==> config.mk <==
export PLATFORM = sky130hd
export DESIGN_NAME = alu_dispatch
export DESIGN_NICKNAME = d
export VERILOG_FILES = /design/src/rtl/alu_dispatch.sv
export SDC_FILE = /design/constraint.sdc
export NUM_CORES = 1
export LEC_CHECK = 0
export BUFFER_PORTS_ARGS = -buffer_cell sky130_fd_sc_hd__buf_2
export CAP_MARGIN = 20
export CORE_AREA = 2 2 355 357
export CTS_CLUSTER_DIAMETER = 120
export DETAILED_ROUTE_END_ITERATION = 8
export DIE_AREA = 0 0 357 359
export PLACE_DENSITY = 0.44
export SYNTH_ARGS = -nofsm -noshare
export SYNTH_HDL_FRONTEND = slang
export SYNTH_SLANG_ARGS = --single-unit
==> constraint.sdc <==
create_clock -name clk -period 2.29 [get_ports clk]
set_input_delay 0.458 -clock clk [delete_from_list [all_inputs] [get_ports clk]]
set_output_delay 0.458 -clock clk [all_outputs]
set_load 0.01 [all_outputs]
==> src/rtl/alu_dispatch.sv <==
// alu_dispatch: Wishbone-slave ALU front end that arbitrates NCH DSP lanes
// between direct DSP operations and a shared function engine.
// Ports:
//   clk, reset                      clock, synchronous active-high reset
//   alu_cycle/strobe/ack/err/stall  Wishbone handshake
//   alu_mode, alu_op                1 = DSP op, 0 = function code
//   alu_a/b/c, alu_p                per-lane operands and results (lane 0 in LSBs)
//   dsp_op/a/b/c, dsp_p             shared lane inputs and lane results
//   fn_start/abort/sel/x            function engine control and arguments
//   fn_done/res                     function engine completion and results
//   fn_dsp_op/a/b/c, fn_dsp_p       engine access to the DSP lanes
module alu_dispatch #(
  parameter int unsigned NCH     = 2,
  parameter int unsigned A_W     = 18,
  parameter int unsigned C_W     = 48,
  parameter int unsigned DSP_LAT = 3,
  parameter int unsigned NUM_FN  = 3,
  parameter int unsigned TIMEOUT = 255
) (
  input  logic                 clk,
  input  logic                 reset,
  input  logic                 alu_cycle,
  input  logic                 alu_strobe,
  output logic                 alu_ack,
  output logic                 alu_err,
  output logic                 alu_stall,
  input  logic                 alu_mode,
  input  logic [7:0]           alu_op,
  input  logic [NCH*A_W-1:0]   alu_a,
  input  logic [NCH*A_W-1:0]   alu_b,
  input  logic [NCH*C_W-1:0]   alu_c,
  output logic [NCH*C_W-1:0]   alu_p,
  output logic [7:0]           dsp_op,
  output logic [NCH*A_W-1:0]   dsp_a,
  output logic [NCH*A_W-1:0]   dsp_b,
  output logic [NCH*C_W-1:0]   dsp_c,
  input  logic [NCH*C_W-1:0]   dsp_p,
  output logic                 fn_start,
  output logic                 fn_abort,
  output logic [7:0]           fn_sel,
  output logic [NCH*A_W-1:0]   fn_x,
  input  logic                 fn_done,
  input  logic [NCH*A_W-1:0]   fn_res,
  input  logic [7:0]           fn_dsp_op,
  input  logic [NCH*A_W-1:0]   fn_dsp_a,
  input  logic [NCH*A_W-1:0]   fn_dsp_b,
  input  logic [NCH*C_W-1:0]   fn_dsp_c,
  output logic [NCH*C_W-1:0]   fn_dsp_p
);

  localparam int unsigned AW_T    = NCH * A_W;
  localparam int unsigned CW_T    = NCH * C_W;
  localparam int unsigned CNT_MAX = (DSP_LAT > TIMEOUT) ? DSP_LAT : TIMEOUT;
  localparam int unsigned CNT_W   = $clog2(CNT_MAX + 1);

  typedef enum logic [2:0] {
    IDLE     = 3'd0,
    DSP_RUN  = 3'd1,
    FN_START = 3'd2,
    FN_RUN   = 3'd3,
    RESP     = 3'd4
  } state_t;

  state_t            state;
  logic [CNT_W-1:0]  cnt;
  logic [7:0]        op_q;
  logic [AW_T-1:0]   a_q;
  logic [AW_T-1:0]   b_q;
  logic [CW_T-1:0]   c_q;
  logic [CW_T-1:0]   fn_res_sx;

  // Engine results are signed; widen each lane to C_W.
  always_comb begin
    fn_res_sx = '0;
    for (int i = 0; i < int'(NCH); i++) begin
      fn_res_sx[i*C_W +: C_W] = {{(C_W-A_W){fn_res[i*A_W + A_W - 1]}}, fn_res[i*A_W +: A_W]};
    end
  end

  // Lane input mux: latched request in DSP_RUN, engine in FN_RUN, NOP otherwise.
  always_comb begin
    dsp_op = '0;
    dsp_a  = '0;
    dsp_b  = '0;
    dsp_c  = '0;
    case (state)
      DSP_RUN: begin
        dsp_op = op_q;
        dsp_a  = a_q;
        dsp_b  = b_q;
        dsp_c  = c_q;
      end
      FN_RUN: begin
        dsp_op = fn_dsp_op;
        dsp_a  = fn_dsp_a;
        dsp_b  = fn_dsp_b;
        dsp_c  = fn_dsp_c;
      end
      default: ;
    endcase
  end

  assign fn_dsp_p  = dsp_p;
  assign alu_stall = (state != IDLE);

  // Request FSM with registered response pulses.
  always_ff @(posedge clk) begin
    if (reset) begin
      state    <= IDLE;
      cnt      <= '0;
      op_q     <= '0;
      a_q      <= '0;
      b_q      <= '0;
      c_q      <= '0;
      alu_ack  <= 1'b0;
      alu_err  <= 1'b0;
      alu_p    <= '0;
      fn_start <= 1'b0;
      fn_abort <= 1'b0;
      fn_sel   <= '0;
      fn_x     <= '0;
    end else begin
      alu_ack  <= 1'b0;
      alu_err  <= 1'b0;
      fn_start <= 1'b0;
      fn_abort <= 1'b0;
      case (state)
        IDLE: begin
          cnt    <= '0;
          fn_sel <= '0;
          fn_x   <= '0;
          if (alu_cycle && alu_strobe) begin
            op_q <= alu_op;
            a_q  <= alu_a;
            b_q  <= alu_b;
            c_q  <= alu_c;
            if (alu_mode) begin
              state <= DSP_RUN;
            end else if (32'(alu_op) < 32'(NUM_FN)) begin
              state    <= FN_START;
              fn_start <= 1'b1;
              fn_sel   <= alu_op;
              fn_x     <= alu_a;
            end else begin
              // Unsupported function code: fail without touching the engine.
              state   <= RESP;
              alu_err <= 1'b1;
              alu_p   <= '0;
            end
          end
        end
        DSP_RUN: begin
          if (!alu_cycle) begin
            state <= IDLE;
          end else if (cnt == CNT_W'(DSP_LAT)) begin
            alu_p   <= dsp_p;
            alu_ack <= 1'b1;
            state   <= RESP;
          end else begin
            cnt <= cnt + CNT_W'(1);
          end
        end
        FN_START: begin
          if (!alu_cycle) begin
            state    <= IDLE;
            fn_abort <= 1'b1;
          end else begin
            state <= FN_RUN;
          end
        end
        FN_RUN: begin
          // fn_done wins over a simultaneous timeout.
          if (!alu_cycle) begin
            state    <= IDLE;
            fn_abort <= 1'b1;
          end else if (fn_done) begin
            alu_p   <= fn_res_sx;
            alu_ack <= 1'b1;
            state   <= RESP;
          end else if (cnt == CNT_W'(TIMEOUT - 1)) begin
            fn_abort <= 1'b1;
            alu_err  <= 1'b1;
            state    <= IDLE;
          end else begin
            cnt <= cnt + CNT_W'(1);
          end
        end
        RESP: begin
          state <= IDLE;
        end
        default: begin
          state <= IDLE;
        end
      endcase
    end
  end

endmodule

==> metrics.txt <==
# TYPE chip_impl_metric gauge
chip_impl_metric{name="final_cells",unit=""} 4499
chip_impl_metric{name="tightestPinTransition",unit="ns"} 0.962
chip_impl_metric{name="post-route-min-period",unit="ns"} 2.44
chip_impl_metric{name="clk_latency",unit="ns"} 0.60
chip_impl_info{name="outcome",value="complete, but fails checks"} 1
chip_impl_info{name="critPathKind",value="reg -> out"} 1
chip_impl_info{name="start_kind",value="register"} 1
chip_impl_info{name="cts_tree",value="yes"} 1
chip_impl_metric{name="slew_violations",unit=""} 0
chip_impl_metric{name="fp.coreArea",unit="mm2"} 0.125
chip_impl_metric{name="place_congestion",unit=""} 0.925
chip_impl_metric{name="max-cap-violations",unit=""} 0
chip_impl_metric{name="cp_data_arrival_time",unit="ns"} 1.98
chip_impl_metric{name="grt_pass1_vias",unit=""} 16500
chip_impl_metric{name="critical_path_maximum_fanout",unit=""} 7
chip_impl_metric{name="syn_nets",unit=""} 2430
chip_impl_metric{name="post_dp_hpwl",unit="um"} 65600
chip_impl_metric{name="final.period_utilization",unit="%"} 106
chip_impl_metric{name="globalRouteTotalUtil",unit="%"} 12.9
chip_impl_metric{name="port-buffer-count",unit=""} 906
chip_impl_metric{name="avgViaCountPerCell",unit=""} 3.76
chip_impl_metric{name="synth_enable_flop_cells",unit=""} 0
chip_impl_metric{name="hold_buffers",unit=""} 0
chip_impl_metric{name="setup_violators_final",unit=""} 165
chip_impl_info{name="min_path_type",value="in -> reg"} 1
chip_impl_metric{name="routed_wl",unit="um"} 86800
chip_impl_info{name="critical_path.endpoint_type",value="output port"} 1
chip_impl_info{name="synthFlopType",value="dfxtp_1"} 1
chip_impl_metric{name="power.leakage",unit="nW"} 10.5
chip_impl_metric{name="fillerInstances",unit=""} 14000
chip_impl_metric{name="post_synthesis_register_bit_count",unit=""} 331
chip_impl_metric{name="core.rowCount",unit=""} 130
chip_impl_metric{name="synthesized_cell_area",unit="mm2"} 0.0162
chip_impl_metric{name="max_freq",unit="GHz"} 0.410
chip_impl_metric{name="worstPathRequired",unit="ns"} 1.83
chip_impl_metric{name="cts.sink_count",unit=""} 331
chip_impl_metric{name="setup.reg_to_reg.worst_slack",unit="ns"} 0.13
chip_impl_metric{name="synthArstFlopShare",unit="%"} 0
chip_impl_metric{name="vias_after_detailed_routing",unit=""} 16900
chip_impl_metric{name="cts_htree_levels",unit=""} 2
chip_impl_metric{name="antenna_found_initial",unit=""} 25
chip_impl_info{name="failed_checks",value="negative setup slack"} 1
chip_impl_metric{name="drt_drc_violations_left",unit=""} 0
chip_impl_metric{name="dpl.cell_count",unit=""} 4354
chip_impl_info{name="rsz0062_at_grt",value="true"} 1
chip_impl_metric{name="drt_iter0_drc",unit=""} 912
chip_impl_metric{name="final.setup_skew",unit="ns"} 0.0258
chip_impl_info{name="cell_chosen_for_the_clock_root",value="clkbuf_16"} 1
chip_impl_metric{name="fp.dieArea",unit="mm2"} 0.128
chip_impl_metric{name="ant_nets",unit=""} 0
chip_impl_metric{name="synth.avg_cell_area",unit="um2"} 8.34
chip_impl_metric{name="drt_pre_antenna_iters",unit=""} 5
chip_impl_metric{name="holdWs",unit="ns"} 0.0957
chip_impl_metric{name="wl_per_cell",unit="um"} 19.3
chip_impl_metric{name="worst_slack",unit="ns"} -0.147
chip_impl_metric{name="layout-drive-gt1-share",unit="%"} 47.3
chip_impl_metric{name="clkSlewWorstSetupHoldPaths",unit="ns"} 0.06
chip_impl_metric{name="dp_worst_setup_slack",unit="ns"} -0.0956
chip_impl_metric{name="timing_hold_violations_final",unit=""} 0
chip_impl_metric{name="yosysWarningCount",unit=""} 0
chip_impl_metric{name="grt_pass1_wl",unit="um"} 120000
chip_impl_metric{name="relSlewSlack",unit="%"} 35.8
chip_impl_metric{name="sequential_fraction_of_the_synthesis_area",unit="%"} 41.0
chip_impl_metric{name="power_density",unit="mW/mm2"} 594
chip_impl_metric{name="vdd.ir_drop.worst",unit="V"} 0.000364
chip_impl_metric{name="bufs_on_longest_clock_path",unit=""} 3
chip_impl_metric{name="instance_count_of_the_mapped_netlist",unit=""} 1938
chip_impl_metric{name="area.growth.synth_to_final",unit="%"} 57.9
chip_impl_metric{name="grt_max_degree",unit=""} 98
chip_impl_metric{name="height_of_the_die",unit="um"} 359
chip_impl_metric{name="initial_core_util",unit="%"} 13.0
chip_impl_metric{name="fin_nets",unit=""} 3304
chip_impl_metric{name="tritoncts_buffers",unit=""} 43
chip_impl_metric{name="synth.lib_cells_used.distinct",unit=""} 53
chip_impl_metric{name="grt_remaining_overflow",unit=""} 0
chip_impl_metric{name="io-pin-count",unit=""} 907
chip_impl_metric{name="dieWidth",unit="um"} 357
## logic make-up (layout without fill, tap and decap cells)
family	Yosys count	after routing	synth area share, %
AO/OA/AOI/OAI	313	313	13.0
adder cells (fa/ha/maj)	2	2	0.155
buffers and inverters	257	1165	9.55
flip-flops	331	331	41.0
multiplexers	244	244	15.1
other	0	3	0
AND/OR/NAND/NOR	791	791	21.2
## final timing paths
kind                            startpoint         to  cells after the start
worst min-delay path             alu_b[27]    b_q[27]                      3
worst max-delay path              state[1]  dsp_c[74]                      7
worst max register to register      cnt[0]  alu_p[93]                      7
worst min register to register      b_q[8]     b_q[8]                      2
## metrics by stage
stage	instance area [um2]	power [mW]	utilization [%]	setup TNS, ns
detailed placement	22500	8.24	18.0	-4.02
finish	25500	15.2	20.5	-9.32
global placement	22500	8.23	18.0	-3.27
CTS	25300	15.5	20.3	-26.62
global route	25500	15.9	20.5	-26.33
floorplan	16200	7.20	-	0
## placed cells by master, fill, tap and decap left out, types with 9 or more instances in the layout
| cell | count |
|---|---|
| buf_2 | 897 |
| nand2_1 | 362 |
| dfxtp_1 | 328 |
| nor2_1 | 257 |
| mux2i_1 | 219 |
| a21oi_1 | 186 |
| buf_4 | 85 |
| a21oi_2 | 60 |
| nor2_2 | 53 |
| clkbuf_16 | 47 |
| buf_12 | 42 |
| nor3_1 | 37 |
| a32o_1 | 35 |
| nor3_2 | 29 |
| buf_6 | 21 |
| buf_16 | 19 |
| mux2i_2 | 15 |
| clkbuf_1 | 12 |
| buf_8 | 12 |
| mux2i_4 | 10 |
| nor2_4 | 9 |
## where the power goes
part	internal (mW)	switching, mW	total, mW
Clock	4.10	2.84	6.94
Combinational	0.907	1.20	2.10
Sequential	5.98	0.151	6.13
Total	11.0	4.19	15.2
## sequential cells by signal, summed over array words and instances (netlist names)
signal and count:
alu_p 96, c_q 96, a_q 36, b_q 36
fn_x 36, cnt 8, fn_sel 8, op_q 8
state 3, alu_ack 1, alu_err 1, fn_abort 1
fn_start 1
## synth_stat cells (4+ instances only)
cell | n | area share, %
nand2_1 | 362 | 8.4
nand3_1 | 8 | 0.25
nor3_2 | 30 | 1.9
and2_1 | 8 | 0.31
clkbuf_1 | 60 | 1.4
mux2i_1 | 244 | 15
buf_1 | 10 | 0.23
nor2_2 | 32 | 1.2
o21ai_0 | 4 | 0.12
a21oi_2 | 60 | 3.3
a21oi_1 | 186 | 5.8
dfxtp_1 | 331 | 41
buf_6 | 10 | 0.70
buf_4 | 100 | 4.6
nand2b_1 | 8 | 0.31
buf_2 | 68 | 2.1
inv_1 | 6 | 0.14
nor2_1 | 287 | 6.7
a32o_1 | 35 | 2.2
nor3_1 | 37 | 1.1
## per-layer routing
metal | GRT usage, % | vias up | wire length [um]
li1 | - | 8189 | -
met1 | 16.1 | 7960 | 37300
met2 | 21.3 | 636 | 39900
met3 | 4.08 | 111 | 7140
met4 | 3.44 | 20 | 2330
met5 | 0 | - | 115
## final cells by class
cell class	count	area, um2	share of cell area, %
flip-flops and latches	331	6640	26.0
clock inverters	16	208	0.814
clock buffers	63	1230	4.82
well taps	1650	2060	8.09
multi-input cells	1350	8350	32.7
diodes	3	7.51	0.0294
inverters	6	22.5	0.0882
repair buffers	1080	7010	27.4
## worst max-delay path: stages, from the launching register on
cell and delay [ns]:
dfxtp_4 0.40, buf_12 0.18, buf_16 0.15, buf_8 0.12, buf_4 0.12, mux2i_1 0.18, nor2_1 0.05, buf_2 0.14
## repair_timing
item,CTS,global route
setup endpoints to repair,177,197
setup buffers,38,13
gates resized for setup,118,69
pin swaps,8,4
cloned,20,4
No activity file was read; power rests on OpenSTA's default activity.
